[src/rtl/adc_readout_scheduler.sv]
// adc_readout_scheduler
// Buffers one sample per ADC channel and grants the pending channels
// round-robin onto a single valid/ready stream for the serial line formatter.
// Drops are reported per channel through sticky overrun flags.
//
// Optional build macro ADC_SCHED_OVERRUN_CNT_EN adds the overrun_count port,
// a saturating 8-bit drop counter per channel.
//
// CH_W must equal clog2(NUM_CH), with a minimum of 1.

module adc_readout_scheduler #(
    parameter int NUM_CH = 2,
    parameter int DATA_W = 16,
    parameter int CH_W   = 1
) (
    input  logic                     clk,
    input  logic                     reset,
    input  logic [NUM_CH*DATA_W-1:0] adc_data,
    input  logic [NUM_CH-1:0]        adc_data_enable,
    output logic [DATA_W-1:0]        out_data,
    output logic [CH_W-1:0]          out_channel,
    output logic                     out_valid,
    input  logic                     out_ready,
    output logic [NUM_CH-1:0]        pending,
    output logic [NUM_CH-1:0]        overrun,
    input  logic                     overrun_clear
`ifdef ADC_SCHED_OVERRUN_CNT_EN
    ,
    output logic [NUM_CH*8-1:0]      overrun_count
`endif
);

    typedef enum logic {
        IDLE  = 1'b0,
        OFFER = 1'b1
    } state_t;

    localparam logic [CH_W-1:0] LAST_CH = CH_W'(NUM_CH - 1);

    state_t                state_q;
    logic [DATA_W-1:0]     out_data_q;
    logic [CH_W-1:0]       out_channel_q;
    logic                  out_valid_q;
    logic [CH_W-1:0]       last_grant_q;

    logic [NUM_CH-1:0]     enable_q;
    logic [NUM_CH-1:0]     pending_q;
    logic [NUM_CH-1:0]     pending_d;
    logic [NUM_CH-1:0]     overrun_q;
    logic [NUM_CH-1:0]     overrun_d;
    logic [DATA_W-1:0]     slot_q [NUM_CH];

    logic [NUM_CH-1:0]     capture;
    logic [NUM_CH-1:0]     unload;
    logic [NUM_CH-1:0]     store;
    logic [NUM_CH-1:0]     drop;
    logic                  grant;
    logic                  found;
    logic [CH_W-1:0]       sel;

    // Round-robin pick: first pending channel above last_grant, else wrap to the lowest.
    always_comb begin
        // NOTE: every output of a combinational block gets a default first, so no path leaves it unassigned and infers a latch.
        found = 1'b0;
        sel   = last_grant_q;
        for (int i = 0; i < NUM_CH; i++) begin
            if (!found && pending_q[i] && (i > int'(last_grant_q))) begin
                found = 1'b1;
                sel   = CH_W'(i);
            end
        end
        for (int i = 0; i < NUM_CH; i++) begin
            if (!found && pending_q[i] && (i <= int'(last_grant_q))) begin
                found = 1'b1;
                sel   = CH_W'(i);
            end
        end
    end

    // Edge detect, slot unload, capture/drop decisions and next flag values.
    always_comb begin
        grant   = (state_q == IDLE) && (|pending_q);
        capture = adc_data_enable & ~enable_q;
        unload  = '0;
        drop    = '0;
        store   = '0;
        for (int i = 0; i < NUM_CH; i++) begin
            unload[i] = grant && (sel == CH_W'(i));
            // A slot being unloaded this cycle can accept the new sample.
            drop[i]   = capture[i] && pending_q[i] && !unload[i];
            store[i]  = capture[i] && !drop[i];
        end
        // A capture on the slot being granted sets pending again.
        pending_d = (pending_q & ~unload) | store;
        // A drop in the same cycle as a clear leaves its flag set.
        overrun_d = (overrun_clear ? '0 : overrun_q) | drop;
    end

    // Output FSM: load the granted slot in IDLE, hold it in OFFER until accepted.
    always_ff @(posedge clk or negedge reset) begin
        if (!reset) begin
            state_q       <= IDLE;
            out_data_q    <= '0;
            out_channel_q <= '0;
            out_valid_q   <= 1'b0;
            last_grant_q  <= LAST_CH;
        end else begin
            // NOTE: sequential state uses non-blocking assignments so every register samples pre-edge values.
            case (state_q)
                IDLE: begin
                    if (grant) begin
                        out_data_q    <= slot_q[sel];
                        out_channel_q <= sel;
                        out_valid_q   <= 1'b1;
                        last_grant_q  <= sel;
                        state_q       <= OFFER;
                    end
                end
                OFFER: begin
                    if (out_ready) begin
                        out_valid_q <= 1'b0;
                        state_q     <= IDLE;
                    end
                end
                default: begin
                    out_valid_q <= 1'b0;
                    state_q     <= IDLE;
                end
            endcase
        end
    end

    // Enable history and the per-channel pending and overrun flags.
    always_ff @(posedge clk or negedge reset) begin
        if (!reset) begin
            enable_q  <= '0;
            pending_q <= '0;
            overrun_q <= '0;
        end else begin
            enable_q  <= adc_data_enable;
            pending_q <= pending_d;
            overrun_q <= overrun_d;
        end
    end

    // Sample slots: written on an accepted capture.
    // NOTE: the slot storage has no reset; a slot is only read while its pending flag is set, and that flag is reset.
    always_ff @(posedge clk) begin
        for (int i = 0; i < NUM_CH; i++) begin
            if (store[i]) begin
                slot_q[i] <= adc_data[i*DATA_W +: DATA_W];
            end
        end
    end

`ifdef ADC_SCHED_OVERRUN_CNT_EN
    logic [7:0] ovr_cnt_q [NUM_CH];

    // Saturating drop counters; a drop alongside a clear restarts the count at 1.
    always_ff @(posedge clk or negedge reset) begin
        if (!reset) begin
            for (int i = 0; i < NUM_CH; i++) begin
                ovr_cnt_q[i] <= '0;
            end
        end else begin
            for (int i = 0; i < NUM_CH; i++) begin
                if (overrun_clear) begin
                    ovr_cnt_q[i] <= {7'd0, drop[i]};
                end else if (drop[i] && (ovr_cnt_q[i] != 8'hFF)) begin
                    ovr_cnt_q[i] <= ovr_cnt_q[i] + 8'd1;
                end
            end
        end
    end

    // Pack the counters onto the flat output port.
    always_comb begin
        overrun_count = '0;
        for (int i = 0; i < NUM_CH; i++) begin
            overrun_count[i*8 +: 8] = ovr_cnt_q[i];
        end
    end
`endif

    assign out_data    = out_data_q;
    assign out_channel = out_channel_q;
    assign out_valid   = out_valid_q;
    assign pending     = pending_q;
    assign overrun     = overrun_q;

endmodule

[config.mk]
export PLATFORM = sky130hd
export DESIGN_NAME = adc_readout_scheduler
export DESIGN_NICKNAME = d
export VERILOG_FILES = /design/src/rtl/adc_readout_scheduler.sv
export SDC_FILE = /design/constraint.sdc
export NUM_CORES = 1
export LEC_CHECK = 0
export ABC_CLOCK_PERIOD_IN_PS = 4400
export BUFFER_PORTS_ARGS = -buffer_cell sky130_fd_sc_hd__buf_2
export CAP_MARGIN = 5
export CORE_ASPECT_RATIO = 0.6
export CORE_MARGIN = 2
export CORE_UTILIZATION = 50
export DETAILED_ROUTE_END_ITERATION = 8
export PLACE_DENSITY = 0.77
export SKIP_LAST_GASP = 1
export SYNTH_ARGS = -nofsm -noshare
export SYNTH_HDL_FRONTEND = slang
export SYNTH_SLANG_ARGS = --single-unit
[constraint.sdc]
create_clock -name clk -period 4.4 [get_ports clk]
set_input_delay 0.88 -clock clk [delete_from_list [all_inputs] [get_ports clk]]
set_output_delay 0.88 -clock clk [all_outputs]
set_load 0.02 [all_outputs]
# ---- Word-level counts from Yosys, hierarchy flattened
# Memories as Yosys holds them, arrays and structs flattened. A register that Yosys moved wholly into a read port is not among the register bits.
# Index checks and enable logic that the tools add are counted.
dict set report op_classes {
  muxes 16
  bitwise_logic 8
  n_eq_ne 2
  order_cmp 2
  reduce_logical 23
}
# operator count
set ops {}
lappend ops {{logical AND 1 bit} 13}
lappend ops {{2-to-1 mux 1 bit} 13}
lappend ops {{zero test 1 bit} 7}
lappend ops {{bitwise AND 2 bit} 2}
lappend ops {{!= test 2 bit (second input constant)} 2}
lappend ops {{inverter 2 bit} 2}
lappend ops {{OR 2 bit} 2}
lappend ops {{one-hot mux 1 bit (2 select lines)} 2}
lappend ops {{AND reduction 2 bit} 2}
lappend ops {{2-to-1 mux 2 bit} 1}
lappend ops {{inverter 1 bit} 2}
lappend ops {{OR reduction 2 bit} 1}
lappend ops {{> comparator 1 bit (first input constant)} 1}
lappend ops {{<= comparator 1 bit (first input constant)} 1}
dict set report word_totals {
  output_inout_bits 22
  regBits 10
  mem_count 1
  input_bits 38
  ramBits 32
}
# memory words width read_ports rd_ports_with_merged_regs wr line_no
set mem_list {}
lappend mem_list {slot_q 2 16 1 1 2 51} ;# logic [DATA_W-1:0] slot_q [NUM_CH];

# ---- Depth between registers and ports, before layout
dict set report logic_depth {
  depth_word 18
  ltp_mapped 5
}

# ---- Worst setup path before layout
# Ideal clock, no wire load.
dict set report synth_path {
  kind {register -> register}
  startpoint {register pending_q[0], in the netlist pending[0]}
  endpoint {memory slot_q[1][0], enable pin}
  stages_incl_launch_ff 4
  period_less_slack_ns 2.134
  setup_time_ns 0.390
  arrival_ns 1.744
  path_buffers 0
  path_slack_ns 2.266
  cell_sequence {dfrtp_1 > and2_1 > o21ai_0 > nor2b_1}
}
# item line_no
set synth_rtl {}
lappend synth_rtl {{from (decl)} 47} ;# logic [NUM_CH-1:0] pending_q;
lappend synth_rtl {{from (signal assigned)} 141} ;# pending_q <= pending_d;
lappend synth_rtl {{to (decl)} 51}

# ---- Final worst setup path
dict set report layout_path {
  startpoint {register pending_q[1], in the netlist pending[1]}
  endpoint {output pending[1]}
}
# item line_no
set layout_rtl {}
lappend layout_rtl {{to (decl)} 24} ;# output logic [NUM_CH-1:0] pending,
# No word-level cell between the ends.

==> impl_results.md <==
- Outcome: finished, final reports clean
- Worst-path clk slew: 0.07 ns
- Clk_lat worst skew: 0.32 ns
- Vias in the first global route: 1,204
- Syn. warnings: 0
- Layout area overhead: 25.6%
- Comb pwr share: 0.289
- Endpoint type of the worst setup path: output pin
- Buf/Inv on CP: 1
- Clock sink total: 58
- # setup viols final: 0
- TritonCTS Buffers: 9
- Pin count of the biggest net entering global routing: 27
- Antenna cells: 0
- Critical Path RT: 3.52 ns
- Mapped Avg Cell Area: 17.6 µm²
- Initial antenna violation count: 0
- Synth top area cells: edfxtp_1 (46%), dfrtp_1 (30%), a221o_1 (5.7%), and2_1 (3.0%), a221o_2 (2.2%)
- Switch Pwr: 0.575 mW
- CTS root buf: clkbuf_8
- Setup bufs post-CTS: 0
- Worst VDD drop: 338 µV
- Yosys reg bits: 58
- Fin. max-slew vios: 0
- FP Rows: 18
- Cell Area, Synth: 2090 µm²
- # H-tree levels: 3
- First-pass GRT wire length: 5.93 mm
- DIE HEIGHT: 54.1 µm
- Relative slew slack: 0.474
- R2r setup slk: 2.69 ns
- Crit path time final: 1.88 ns
- Drt wl/cell: 16.6 µm
- RSZ-0062 raised after global routing: no
- Worst setup SP type: register
- Count of hold-fix buffers inserted at cts: 0
- Yosys cell types: 22
- Fmax: 532 MHz
- Core Footprint: 4050 µm²
- Routed vias/inst: 5.19
- GP Congestion: 0.701
- Fin crit share: 0.427
- Pre-antenna DRT Iters: 4
- Net count after synthesis: 157
- GRT overflow: 0
- Leak: 1.13 nW
- Detail Route Antenna Nets: 0
- Max-Cap Viols: 0
- WS Path Type: register to output pin
- Sw Share: 0.319
- CP cell instances: buf_2
- CP Data Arrival Time: 1.00 ns
- Post-synthesis cell type with the largest combined area: edfxtp_1
- # IOs: 60
- Internal power: 1.23 mW
- Critical Path Fanout Max: 6
- Sequential fraction of design power: 0.443
- CTS max path bufs: 2
- Initial Util: 0.516
- Final setup skew: 0.00713 ns
- Gr usage total: 0.183
- TritonCTS clock tree: done
- Final hold slack: 0.469 ns
- CP delay by family, top: flip-flops
- Nets@finish: 225
- DR vias: 1,256
- DR DRC count: 0
- Number of buffers added on ports: 59
- Min-Delay Path Class: register to register
- First DRT Iteration DRCs: 72
- Slowest cell on the critical path: dfrtp_1
- Clock Power Share: 0.269
- Setup_tns: 0 ns
- Post-CTS sizing: 0
- Final wirelength: 4.02 mm
- Slew @ Worst Pin: 0.788 ns
- CP max stage delay: 0.47 ns
- Die ar.: 4730 µm²
- Die width: 87.5 µm
- Post-synthesis sequential area ratio: 0.771
- Power per cell area: 686 nW/µm²
- Post-Syn Instances: 119
- Top-area cell type share of the netlist area: 0.460
- Share of cells above drive strength 1: 0.432
- Final hold violation count: 0
## layout by cell type (no fill, tap or decap), drive strengths merged, types with 2 or more instances in the layout
| cell | count |
|---|---|
| o21ai | 2 |
| clkbuf | 13 |
| buf | 61 |
| edfxtp | 32 |
| o22ai | 2 |
| nor3b | 2 |
| nand2 | 2 |
| a221o | 16 |
| nand2b | 2 |
| clkinv | 2 |
| nor2b | 3 |
| inv | 5 |
| and2 | 17 |
| dfrtp | 25 |
| a21oi | 3 |
## through the flow
| stage | utilization | area [µm²] | total power, mW | setup WS [ns] | instances |
|---|---|---|---|---|---|
| after global routing | 0.648 | 2630 | 1.90 | 2.44 | 242 |
| after detailed placement | 0.599 | 2430 | 1.33 | 2.62 | 226 |
| after CTS | 0.648 | 2630 | 1.82 | 2.50 | 242 |
| final | 0.648 | 2630 | 1.80 | 2.52 | 242 |
| after global placement | 0.599 | 2430 | 1.31 | 2.65 | 226 |
| after floorplan | - | 2090 | 1.16 | 2.27 | 119 |
## power groups by stage
stage               sequential, mW  combinational [mW]  clock (mW)
floorplan                    0.902               0.258           0
global placement             0.800               0.513           0
detailed placement           0.804               0.526           0
CTS                          0.799               0.528       0.493
global route                 0.814               0.566       0.516
finish                       0.798               0.520       0.484
## sequential cells by signal, summed over array words and instances (netlist names)
signal	cells
slot_q	32
out_data	16
enable_q	2
overrun	2
pending	2
last_grant_q	1
out_channel	1
out_valid	1
state_q	1
## path summary, 6_finish.rpt
check	startpoint	endpoint	depth (start not counted)
hold / removal	slot_q[1][7]	out_data[7]	1
setup / recovery	pending[1]	pending[1]	1
min in group asynchronous	reset	out_data[12]	1
max in group asynchronous	reset	out_data[0]	1
hold reg to reg	slot_q[1][7]	out_data[7]	1
setup reg to reg	pending[0]	slot_q[1][1]	4
## kinds of logic (layout without fill, tap and decap cells)
kind of cell | after synthesis | count (layout) | synth area share
AO/OA/AOI/OAI | 25 | 25 | 0.110
buffers and inverters | 9 | 82 | 0.0257
flip-flops | 58 | 58 | 0.771
AND/OR/NAND/NOR | 27 | 27 | 0.0934
## synthesized netlist by cell type (all sizes together)
| cell type | count |
|---|---|
| a21oi | 3 |
| a221o | 16 |
| a22oi | 1 |
| and2 | 17 |
| buf | 4 |
| dfrtp | 25 |
| dfstp | 1 |
| edfxtp | 32 |
| inv | 5 |
| nand2 | 2 |
| nand2b | 2 |
| nor2b | 3 |
| nor3 | 1 |
| nor3b | 2 |
| o21ai | 2 |
| o21bai | 1 |
| o22ai | 2 |
## area by class of cell
cell class,count,area (µm²)
flip-flops and latches,58,1610
fillers,313,1430
repair buffers,61,310
inverters,5,18.8
clock inverters,3,38.8
clock buffers,13,159
well taps,50,62.6
multi-input cells,52,424
## per-layer routing
metal	track usage	wire [µm]	up-vias
li1	-	-	590
met2	0.259	1870	43
met1	0.249	1870	618
met5	0	0	-
met3	0.0813	241	5
met4	0.0692	38	0
Note: power is estimated with default switching activity, not from simulation.
